### config.mk
export PLATFORM = sky130hd
export DESIGN_NAME = alu_arbiter_flat
export DESIGN_NICKNAME = d
export VERILOG_FILES = /design/src/rtl/alu_arb_pkg.sv /design/src/rtl/alu_arbiter_if.sv /design/src/rtl/alu8_core.sv /design/src/rtl/alu_arbiter.sv /design/src/flat_wrapper.sv
export SDC_FILE = /design/constraint.sdc
export NUM_CORES = 1
export LEC_CHECK = 0
export CAP_MARGIN = 30
export CORE_MARGIN = 1.5
export CORE_UTILIZATION = 40
export DETAILED_ROUTE_END_ITERATION = 7
export MAX_ROUTING_LAYER = met4
export PLACE_DENSITY = 0.7
export SETUP_SLACK_MARGIN = 0.3
export SKIP_LAST_GASP = 1
export SLEW_MARGIN = 25
export SYNTH_ARGS = -nofsm -noshare
export SYNTH_HDL_FRONTEND = slang
export SYNTH_SLANG_ARGS = --single-unit
export TNS_END_PERCENT = 30
### constraint.sdc
create_clock -name clk -period 4.45 [get_ports clk]
set_input_delay 0.6675 -clock clk [delete_from_list [all_inputs] [get_ports clk]]
set_output_delay 0.6675 -clock clk [all_outputs]
set_load 0.05 [all_outputs]
### src/rtl/alu_arb_pkg.sv
// alu_arb_pkg
// Shared definitions for the two-port ALU arbiter: datapath width, ALU
// opcode encodings and the sequencer state type.
// No ports (package).
package alu_arb_pkg;

    localparam int DATA_W = 8;

    localparam logic [2:0] OP_ADD   = 3'd0;
    localparam logic [2:0] OP_SUB   = 3'd1;
    localparam logic [2:0] OP_AND   = 3'd2;
    localparam logic [2:0] OP_OR    = 3'd3;
    localparam logic [2:0] OP_XOR   = 3'd4;
    localparam logic [2:0] OP_MATH1 = 3'd5;
    localparam logic [2:0] OP_MATH2 = 3'd6;
    localparam logic [2:0] OP_MUL   = 3'd7;

    typedef enum logic [1:0] {
        IDLE = 2'd0,
        EXEC = 2'd1,
        RESP = 2'd2
    } state_t;

endpackage

### src/rtl/alu_arbiter_if.sv
// alu_arbiter_if
// Request/response bundle between the two requesters and the arbiter.
//   reqN_valid/ready, reqN_sel, reqN_a, reqN_b : request channel, port N
//   rspN_valid/ready, rspN_data                : response channel, port N
//   gntN_cnt                                   : accepted-request counters
//                                                (only with ALU_ARB_CNT_EN)
// Modports: master = requester side, slave = arbiter side.
interface alu_arbiter_if #(
    parameter int CNT_W = 16
);
    import alu_arb_pkg::*;

    logic              req0_valid;
    logic              req0_ready;
    logic [2:0]        req0_sel;
    logic [DATA_W-1:0] req0_a;
    logic [DATA_W-1:0] req0_b;
    logic              req1_valid;
    logic              req1_ready;
    logic [2:0]        req1_sel;
    logic [DATA_W-1:0] req1_a;
    logic [DATA_W-1:0] req1_b;

    logic              rsp0_valid;
    logic              rsp0_ready;
    logic [DATA_W-1:0] rsp0_data;
    logic              rsp1_valid;
    logic              rsp1_ready;
    logic [DATA_W-1:0] rsp1_data;

`ifdef ALU_ARB_CNT_EN
    logic [CNT_W-1:0]  gnt0_cnt;
    logic [CNT_W-1:0]  gnt1_cnt;

    modport master (
        output req0_valid, req0_sel, req0_a, req0_b,
        output req1_valid, req1_sel, req1_a, req1_b,
        output rsp0_ready, rsp1_ready,
        input  req0_ready, req1_ready,
        input  rsp0_valid, rsp0_data, rsp1_valid, rsp1_data,
        input  gnt0_cnt, gnt1_cnt
    );

    modport slave (
        input  req0_valid, req0_sel, req0_a, req0_b,
        input  req1_valid, req1_sel, req1_a, req1_b,
        input  rsp0_ready, rsp1_ready,
        output req0_ready, req1_ready,
        output rsp0_valid, rsp0_data, rsp1_valid, rsp1_data,
        output gnt0_cnt, gnt1_cnt
    );
`else
    modport master (
        output req0_valid, req0_sel, req0_a, req0_b,
        output req1_valid, req1_sel, req1_a, req1_b,
        output rsp0_ready, rsp1_ready,
        input  req0_ready, req1_ready,
        input  rsp0_valid, rsp0_data, rsp1_valid, rsp1_data
    );

    modport slave (
        input  req0_valid, req0_sel, req0_a, req0_b,
        input  req1_valid, req1_sel, req1_a, req1_b,
        input  rsp0_ready, rsp1_ready,
        output req0_ready, req1_ready,
        output rsp0_valid, rsp0_data, rsp1_valid, rsp1_data
    );
`endif

endinterface

### src/rtl/alu8_core.sv
// alu8_core
// Purely combinational 8-bit signed ALU.
//   i_sel : opcode (see alu_arb_pkg)
//   i_a   : signed operand a
//   i_b   : signed operand b
//   o_y   : result byte
module alu8_core
    import alu_arb_pkg::*;
(
    input  logic        [2:0]        i_sel,
    input  logic signed [DATA_W-1:0] i_a,
    input  logic signed [DATA_W-1:0] i_b,
    output logic        [DATA_W-1:0] o_y
);

    logic signed [8:0]  w_sum;
    logic signed [8:0]  w_diff;
    logic signed [10:0] w_math1;
    logic signed [10:0] w_sum11;
    logic signed [10:0] w_math2;
    logic signed [15:0] w_a16;
    logic signed [15:0] w_b16;
    logic signed [15:0] w_mul;

    // Widen with sign extension before each operation so no carry is lost.
    assign w_sum   = {i_a[7], i_a} + {i_b[7], i_b};
    assign w_diff  = {i_a[7], i_a} - {i_b[7], i_b};
    // Signed 7-bit a[7:1] plus signed 10-bit b*4, both extended to 11 bits.
    assign w_math1 = {{4{i_a[7]}}, i_a[7:1]} + {i_b[7], i_b, 2'b00};
    // 3*(a+b) as sum + 2*sum.
    assign w_sum11 = {{2{w_sum[8]}}, w_sum};
    assign w_math2 = w_sum11 + {w_sum11[9:0], 1'b0};
    assign w_a16   = {{8{i_a[7]}}, i_a};
    assign w_b16   = {{8{i_b[7]}}, i_b};
    assign w_mul   = w_a16 * w_b16;

    // Arithmetic shift then truncate selects the upper byte of each result.
    always_comb begin
        o_y = '0;
        case (i_sel)
            OP_ADD:   o_y = 8'(w_sum >>> 1);
            OP_SUB:   o_y = 8'(w_diff >>> 1);
            OP_AND:   o_y = i_a & i_b;
            OP_OR:    o_y = i_a | i_b;
            OP_XOR:   o_y = i_a ^ i_b;
            OP_MATH1: o_y = 8'(w_math1 >>> 3);
            OP_MATH2: o_y = 8'(w_math2 >>> 3);
            OP_MUL:   o_y = 8'(w_mul >>> 8);
            default:  o_y = '0;
        endcase
    end

endmodule

### src/rtl/alu_arbiter.sv
// alu_arbiter
// Round-robin arbiter and sequencer for the shared 8-bit signed ALU.
// One operation at a time: IDLE (accept) -> EXEC (register result) ->
// RESP (hold result until the owner takes it).
//   clk : clock, rising edge
//   rst : asynchronous active-high reset
//   bus : alu_arbiter_if slave (request + response channels, both ports)
// Optional macro ALU_ARB_CNT_EN adds per-port accepted-request counters.
module alu_arbiter
    import alu_arb_pkg::*;
#(
    parameter int CNT_W = 16
)(
    input  logic          clk,
    input  logic          rst,
    alu_arbiter_if.slave  bus
);

    state_t            r_state;
    state_t            w_next_state;
    logic              r_owner;
    logic              r_last_gnt;
    logic [2:0]        r_sel;
    logic [DATA_W-1:0] r_a;
    logic [DATA_W-1:0] r_b;
    logic [DATA_W-1:0] r_result;
    logic [DATA_W-1:0] w_alu_y;
    logic              w_grant;
    logic              w_accept;
    logic              w_rsp_take;

    // Round-robin: a lone requester wins; on contention the port that did
    // not win last time goes first.
    always_comb begin
        w_grant = 1'b0;
        if (bus.req0_valid && bus.req1_valid) begin
            w_grant = ~r_last_gnt;
        end else if (bus.req1_valid) begin
            w_grant = 1'b1;
        end
    end

    assign bus.req0_ready = (r_state == IDLE) && !w_grant && !rst;
    assign bus.req1_ready = (r_state == IDLE) &&  w_grant && !rst;
    assign w_accept = (bus.req0_valid && bus.req0_ready) ||
                      (bus.req1_valid && bus.req1_ready);
    assign w_rsp_take = r_owner ? bus.rsp1_ready : bus.rsp0_ready;

    // NOTE: every always_comb output gets a default first so no path leaves
    // it unassigned, which would otherwise infer a latch.
    always_comb begin
        w_next_state = r_state;
        case (r_state)
            IDLE:    if (w_accept) w_next_state = EXEC;
            EXEC:    w_next_state = RESP;
            RESP:    if (w_rsp_take) w_next_state = IDLE;
            default: w_next_state = IDLE;
        endcase
    end

    // NOTE: sequential state uses non-blocking assignments so every register
    // samples pre-edge values regardless of statement order.
    always_ff @(posedge clk or posedge rst) begin
        if (rst) begin
            r_state <= IDLE;
        end else begin
            r_state <= w_next_state;
        end
    end

    always_ff @(posedge clk or posedge rst) begin
        if (rst) begin
            r_owner    <= 1'b0;
            r_last_gnt <= 1'b1;
            r_sel      <= '0;
            r_a        <= '0;
            r_b        <= '0;
            r_result   <= '0;
        end else begin
            if (w_accept) begin
                r_owner    <= w_grant;
                r_last_gnt <= w_grant;
                r_sel      <= w_grant ? bus.req1_sel : bus.req0_sel;
                r_a        <= w_grant ? bus.req1_a   : bus.req0_a;
                r_b        <= w_grant ? bus.req1_b   : bus.req0_b;
            end
            if (r_state == EXEC) begin
                r_result <= w_alu_y;
            end
        end
    end

    alu8_core u_alu (
        .i_sel (r_sel),
        .i_a   (r_a),
        .i_b   (r_b),
        .o_y   (w_alu_y)
    );

    // Valid derives from the state register, so reset drops it at once.
    assign bus.rsp0_valid = (r_state == RESP) && !r_owner;
    assign bus.rsp1_valid = (r_state == RESP) &&  r_owner;
    assign bus.rsp0_data  = r_result;
    assign bus.rsp1_data  = r_result;

`ifdef ALU_ARB_CNT_EN
    logic [CNT_W-1:0] r_gnt0_cnt;
    logic [CNT_W-1:0] r_gnt1_cnt;

    // Counters wrap naturally from all-ones to zero.
    always_ff @(posedge clk or posedge rst) begin
        if (rst) begin
            r_gnt0_cnt <= '0;
            r_gnt1_cnt <= '0;
        end else if (w_accept) begin
            if (w_grant) r_gnt1_cnt <= r_gnt1_cnt + CNT_W'(1);
            else         r_gnt0_cnt <= r_gnt0_cnt + CNT_W'(1);
        end
    end

    assign bus.gnt0_cnt = r_gnt0_cnt;
    assign bus.gnt1_cnt = r_gnt1_cnt;
`endif

endmodule

### src/flat_wrapper.sv
// flat-port wrapper written by rule: the top's interface ports become plain ports
module alu_arbiter_flat import alu_arb_pkg::*;
#(
    parameter int CNT_W = 16
)
  (clk, rst, bus_req0_valid, bus_req0_sel, bus_req0_a, bus_req0_b, bus_req1_valid, bus_req1_sel, bus_req1_a, bus_req1_b, bus_rsp0_ready, bus_rsp1_ready, bus_req0_ready, bus_req1_ready, bus_rsp0_valid, bus_rsp0_data, bus_rsp1_valid, bus_rsp1_data);
  alu_arbiter_if #(.CNT_W(CNT_W)) bus_i ();
  input  logic clk;
  input  logic rst;
  input wire logic [$bits(bus_i.req0_valid)-1:0] bus_req0_valid;
  input wire logic [$bits(bus_i.req0_sel)-1:0] bus_req0_sel;
  input wire logic [$bits(bus_i.req0_a)-1:0] bus_req0_a;
  input wire logic [$bits(bus_i.req0_b)-1:0] bus_req0_b;
  input wire logic [$bits(bus_i.req1_valid)-1:0] bus_req1_valid;
  input wire logic [$bits(bus_i.req1_sel)-1:0] bus_req1_sel;
  input wire logic [$bits(bus_i.req1_a)-1:0] bus_req1_a;
  input wire logic [$bits(bus_i.req1_b)-1:0] bus_req1_b;
  input wire logic [$bits(bus_i.rsp0_ready)-1:0] bus_rsp0_ready;
  input wire logic [$bits(bus_i.rsp1_ready)-1:0] bus_rsp1_ready;
  output wire logic [$bits(bus_i.req0_ready)-1:0] bus_req0_ready;
  output wire logic [$bits(bus_i.req1_ready)-1:0] bus_req1_ready;
  output wire logic [$bits(bus_i.rsp0_valid)-1:0] bus_rsp0_valid;
  output wire logic [$bits(bus_i.rsp0_data)-1:0] bus_rsp0_data;
  output wire logic [$bits(bus_i.rsp1_valid)-1:0] bus_rsp1_valid;
  output wire logic [$bits(bus_i.rsp1_data)-1:0] bus_rsp1_data;
  assign bus_i.req0_valid = bus_req0_valid;
  assign bus_i.req0_sel = bus_req0_sel;
  assign bus_i.req0_a = bus_req0_a;
  assign bus_i.req0_b = bus_req0_b;
  assign bus_i.req1_valid = bus_req1_valid;
  assign bus_i.req1_sel = bus_req1_sel;
  assign bus_i.req1_a = bus_req1_a;
  assign bus_i.req1_b = bus_req1_b;
  assign bus_i.rsp0_ready = bus_rsp0_ready;
  assign bus_i.rsp1_ready = bus_rsp1_ready;
  assign bus_req0_ready = bus_i.req0_ready;
  assign bus_req1_ready = bus_i.req1_ready;
  assign bus_rsp0_valid = bus_i.rsp0_valid;
  assign bus_rsp0_data = bus_i.rsp0_data;
  assign bus_rsp1_valid = bus_i.rsp1_valid;
  assign bus_rsp1_data = bus_i.rsp1_data;
  alu_arbiter #(.CNT_W(CNT_W)) u_core (.clk(clk), .rst(rst), .bus(bus_i));
endmodule
# Word level (Yosys, flattened, before mapping)
# Cells that the tools add are included.
[totals] out_inout_bits=20 word_cells=53 register_bits=31 in_bits=44
[op_classes] bitwise_logic=4 n_mux=10 n_eq_ne=11 n_mul=1 reduce_logical=16 n_addsub=4
[op_table] operator="$pmux 8 s8" n=1
[op_table] operator="$mul 8x8->16" n=1
[op_table] operator="$mux 8" n=2
[op_table] operator="$eq 3x3->1 const B" n=4
[op_table] operator="$add 7x10->11" n=1
[op_table] operator="$add 9x10->11" n=1
[op_table] operator="$add 8x8->9" n=1
[op_table] operator="$logic_and 1x1->1" n=9
[op_table] operator="$sub 8x8->9" n=1
[op_table] operator="$and 8x8->8" n=1
[op_table] operator="$or 8x8->8" n=1
[op_table] operator="$xor 8x8->8" n=1
[op_table] operator="$eq 3x2->1 const B" n=2
[op_table] operator="$pmux 2 s3" n=1
[op_table] operator="$mux 2" n=2
[op_table] operator="$ne 2x1->1 const B" n=2
[op_table] operator="$eq 3x1->1 const B" n=1
[op_table] operator="$logic_not 1->1" n=3
[op_table] operator="$logic_not 3->1" n=1
[op_table] operator="$mux 1" n=3
[op_table] operator="$mux 3" n=1
[op_table] operator="$eq 2x1->1 const B" n=1
[op_table] operator="$eq 2x2->1 const B" n=1
[op_table] operator="$logic_not 2->1" n=1
[op_table] operator="3 further kinds" n=3

# Depth between registers and ports, before layout
[logic_depth] word_depth=9 ltp_mapped=17 ltp_nobuf=17

# Cells and area by module
# From an unflattened synthesis, not the netlist that was laid out.
[hier_totals] cells_unflattened=645 area_unflattened_um2=5791.8
[modules_own_cells] module="alu8_core" seq_area_each_um2=0.0 area_each_um2=4132.7 cells_per_inst=532 n_inst=1
[modules_own_cells] module="alu_arbiter" seq_area_each_um2=777.0 area_each_um2=1659.1 cells_per_inst=113 n_inst=1

# Least setup slack after synthesis
# Ideal clock, no wire load.
[synth_timing] path_kind="register to register" from="register u_core.r_a[7]" to="register u_core.r_result[7], in the netlist u_core.bus.rsp0_data[7]" slack_ns=-0.038 period_less_slack_ns=4.488 path_buffers=0 arrival_ns=4.355 setup_time_ns=0.134 path_stages_with_launch=17 t_required_ns=4.316 cell_sequence="dfrtp_1 -> ha_1 -> fa_1 -> inv_1 -> fa_1 -> inv_1 -> fa_1 -> inv_1 -> fa_1 -> inv_1 -> ha_1 -> nand2_1 -> o21ai_0 -> a31o_2 -> a41oi_1 -> xnor2_1 -> o32ai_2"
[synth_via] elab_chain_cells=3 word_cells_on_any_way=9 cone_classes="add/sub (4); mul (1); mux (1); bitwise (3)"
[synth_lines] item="start, declared" line="alu_arbiter.sv:24" text="logic [DATA_W-1:0] r_a;"
[synth_lines] item="start signal, assigned" line="alu_arbiter.sv:84" text="r_a <= w_grant ? bus.req1_a : bus.req0_a;"
[synth_lines] item="branches (longest 2 deep; another with $mul 8x8->16)"
[synth_lines] item="$pmux 8 s8 (*)" line="alu8_core.sv:40" text="case (i_sel)"
[synth_lines] item="end signal, assigned" line="alu_arbiter.sv:88" text="r_result <= w_alu_y;"
[synth_lines] item="end, declared" line="alu_arbiter.sv:26" text="logic [DATA_W-1:0] r_result;"
# Every way passes the cells marked *.
# A chain may end at the register's enable or synchronous reset.

# Final worst setup path
[layout_timing] from="register u_core.r_a[7]" to="register u_core.r_result[3], in the netlist u_core.bus.rsp0_data[3]"
[layout_via] elab_chain_cells=2 word_cells_on_any_way=3 cone_classes="add/sub (1); mul (1); mux (1)"
[layout_lines] item="$mul 8x8->16 or $add 7x10->11 (tied branches)" line="alu8_core.sv:35, alu8_core.sv:29"
[layout_lines] item="$pmux 8 s8 (*)" line="alu8_core.sv:40"
# Every way passes the cells marked *; elsewhere a longest branch is shown, timed or not.

==> qor.yml <==
io_pins: 64
hold_class: "reg -> reg"
synth_commonest_cells: "inv_1 (94), nor2_1 (85), ha_1 (65)"
r2r-start: "u_core.r_a[7]"
core-area_sq_mm: 0.0138
synth_edf_count: 0
drt_iter0_drc: 426
die_y_um: 121
num_antenna_cells: 0
num_rows: 43
syn_area_sq_mm: 0.00560
worst_path_most_repeated_cell: "fa_1"
numCtsBuffers: 5
r2r_setup_slack_ns: 0.1
synth.largest_area_cell: "fa_1"
path_max_fanout: 4
slowest_stage: "fa_1"
dp_cells: 955
grt_pass1_wl_um: 26500
dieArea_sq_mm: 0.0147
drtAntennaViolNets: 0
clock_path_buffers: 2
avgSynthCellArea_sq_um: 8.37
fillers: 1282
synth_warnings: 0
antenna_found_initial: 0
synth-async-reset-ratio_pct: 100
synth_top_flop_cell: "dfrtp_1"
cp-endpoint: "u_core.bus.rsp0_data[3]"
crit_path_max_incr_delay_ns: 0.56
max_freq_ghz: 0.230
finalClockSkew_ns: 0.00687
grt_max_degree: 30
startpoint: "u_core.r_a[7]"
final_max_slew_viol_count: 0
syn-num-nets: 834
path_cells: "inv_4, buf_6, nor2_4, ha_4, buf_4, fa_1, fa_1, inv_1, fa_1, inv_2, ha_4, buf_4, buf_6, nor2_1, mux2_4, a21oi_2, o21ai_1, a311oi_2, a31oi_1"
globalRoute.totalOverflow: 0
clkLatencyLatePin_ns: 0.28
relSlewSlack_pct: 51.1
syn_to_final_growth_pct: 34.0
num_vias: 5269
grt_use_total_pct: 23.9
r2r_end: "u_core.bus.rsp0_data[3]"
crit_type: "reg -> reg"
yosys-top-cells-area: "fa_1 (20%), ha_1 (15%), dfrtp_1 (13%)"
cts_hold_buf: 0
wl_per_cell_um: 17.0
synth_most_common_cell: "inv_1"
ys_ff_latch: 31
r2r_cells: 19
ys_types: 67
grt_pass1_vias: 5179
place_hpwl_um: 13600
fin_crit_ns: 4.35
wirelength_um: 16600
rsz0062_at_grt: "true"
final_layout_size_suffix_gt1_share_pct: 23.8
die_w_um: 121
clk_pin_slew_ns: 0.06
setup_viol: 0
status: "complete, no violations"
dr.pass1.iters: 6
gp_congestion: 0.968
maxCapViolCount: 0
start_util_pct: 40.7
cts_sinks: 31
cts_tree: "yes"
fin_crit_sh_pct: 97.8
h-tree-depth: 2
finalNetCount: 963
critPathRequiredTime_ns: 4.61
synth_top_area_share_pct: 20.0
cts_root_buffer: "clkbuf_16"
hold_viol_final: 0
start_kind: "flip-flop"
worst_pin_slew_ns: 0.733
syn_inst: 669
arrival_ns: 4.51
final_cells: 979
portBuffers: 63
worst_setup_path_end_kind: "flip-flop"
seq_area_frac_synth_pct: 13.9
drc: 0
viasPerCell: 5.38
-- flip-flops by register name (all words and copies together), names as in the netlist --
signal                count
u_core.r_a                8
u_core.r_owner            1
u_core.r_state            2
u_core.r_sel              3
u_core.r_b                8
u_core.r_last_gnt         1
u_core.bus.rsp0_data      8
-- metrics by stage --
step | worst slack (ns) | utilization (%) | instance area [sq um] | hold slack, ns | setup TNS, ns
2_1_floorplan | 0.254 | - | 5700 | 0.494 | 0
3_3_place_gp | -0.394 | 50.3 | 6930 | 0.509 | -0.555
3_5_place_dp | -0.396 | 50.4 | 6940 | 0.517 | -0.798
4_1_cts | 0.0972 | 53.9 | 7420 | 0.530 | 0
5_1_grt | -0.0483 | 54.5 | 7500 | 0.544 | -0.138
6_report | 0.0964 | 54.5 | 7500 | 0.514 | 0
-- area by class of cell --
| type | instances | area [sq um] | area share, % |
|---|---|---|---|
| clock buffer | 5 | 125 | 1.67 |
| clock inverter | 3 | 20.0 | 0.267 |
| inverter | 98 | 379 | 5.05 |
| multi-input combinational | 511 | 4640 | 61.8 |
| sequential | 31 | 791 | 10.5 |
| tap | 180 | 225 | 3.00 |
| timing repair buffer | 151 | 1330 | 17.7 |
-- worst min path at each step --
stage / start / slack, ns / to / depth (start not counted)
floorplan: u_core.r_last_gnt / 0.49 / u_core.r_last_gnt / 1
global route: u_core.r_last_gnt / 0.54 / u_core.r_last_gnt / 1
detailed placement: u_core.bus.rsp0_data[1] / 0.52 / u_core.bus.rsp0_data[1] / 2
global placement: u_core.bus.rsp0_data[1] / 0.51 / u_core.bus.rsp0_data[1] / 2
CTS: u_core.bus.rsp0_data[1] / 0.53 / u_core.bus.rsp0_data[1] / 2
finish: u_core.bus.rsp0_data[1] / 0.51 / u_core.bus.rsp0_data[1] / 2
-- cell families (layout without fill, tap and decap cells) --
family,Yosys count,in the layout,share of synthesized area (%)
AO/OA/AOI/OAI,147,147,17.4
AND/OR/NAND/NOR,194,194,16.5
XOR/XNOR,24,24,3.75
multiplexers,25,25,4.51
flip-flops,31,31,13.9
buffers and inverters,127,257,9.43
adder cells (fa/ha/maj),121,121,34.5
-- repair_timing --
action	4_1_cts	5_1_grt
gates resized for setup	55	13
pin swaps	46	9
endpoints found under the setup margin	7	8
buffers inserted	13	3
-- routing by layer --
metal | part of all wire [%] | GRT usage (%) | up-vias
li1 | - | - | 2514
met1 | 44 | 32.4 | 2510
met2 | 48 | 38.9 | 221
met3 | 5.9 | 2.58 | 24
met4 | 1.6 | 4.78 | 0
met5 | 0 | - | -
-- critical path: cells and delay by family (launching register included) --
kind | cells | cell delay (ns)
DFF | 1 | 0.44
buffers and inverters | 7 | 0.67
muxes | 1 | 0.27
and+or+nand+nor | 2 | 0.21
AOI/OAI and AO/OA | 4 | 0.60
adders and majority gates | 5 | 2.02
-- cells in the final DEF (no fill, tap or decap), types with 4 or more instances in the layout --
cell type | Yosys | layout
nor2_2 | 0 | 9
inv_1 | 94 | 78
clkbuf_16 | 0 | 5
mux2i_1 | 23 | 22
a21oi_2 | 0 | 4
xnor2_1 | 19 | 18
a21oi_1 | 56 | 52
o21ai_0 | 20 | 18
buf_4 | 9 | 80
inv_4 | 0 | 4
nor2b_1 | 5 | 4
ha_4 | 0 | 12
and2_1 | 6 | 6
and3_1 | 4 | 4
or3_1 | 4 | 4
nand3_1 | 13 | 13
clkdlybuf4s50_1 | 0 | 63
dfrtp_2 | 0 | 11
xor2_1 | 5 | 4
inv_2 | 2 | 14
o21ai_1 | 3 | 4
nand3b_1 | 4 | 4
ha_1 | 65 | 50
nor3_1 | 14 | 13
fa_1 | 56 | 53
o22ai_1 | 7 | 7
nor4_1 | 6 | 6
a211oi_1 | 5 | 5
a21o_1 | 13 | 13
a31oi_1 | 7 | 6
nand2b_1 | 12 | 12
dfrtp_1 | 30 | 19
nor2_1 | 85 | 74
buf_6 | 1 | 7
nand2_1 | 32 | 30
Power is left out: the tool's default activity adds up to more than one toggle a clock period on the data nets, which glitch-free logic cannot reach.
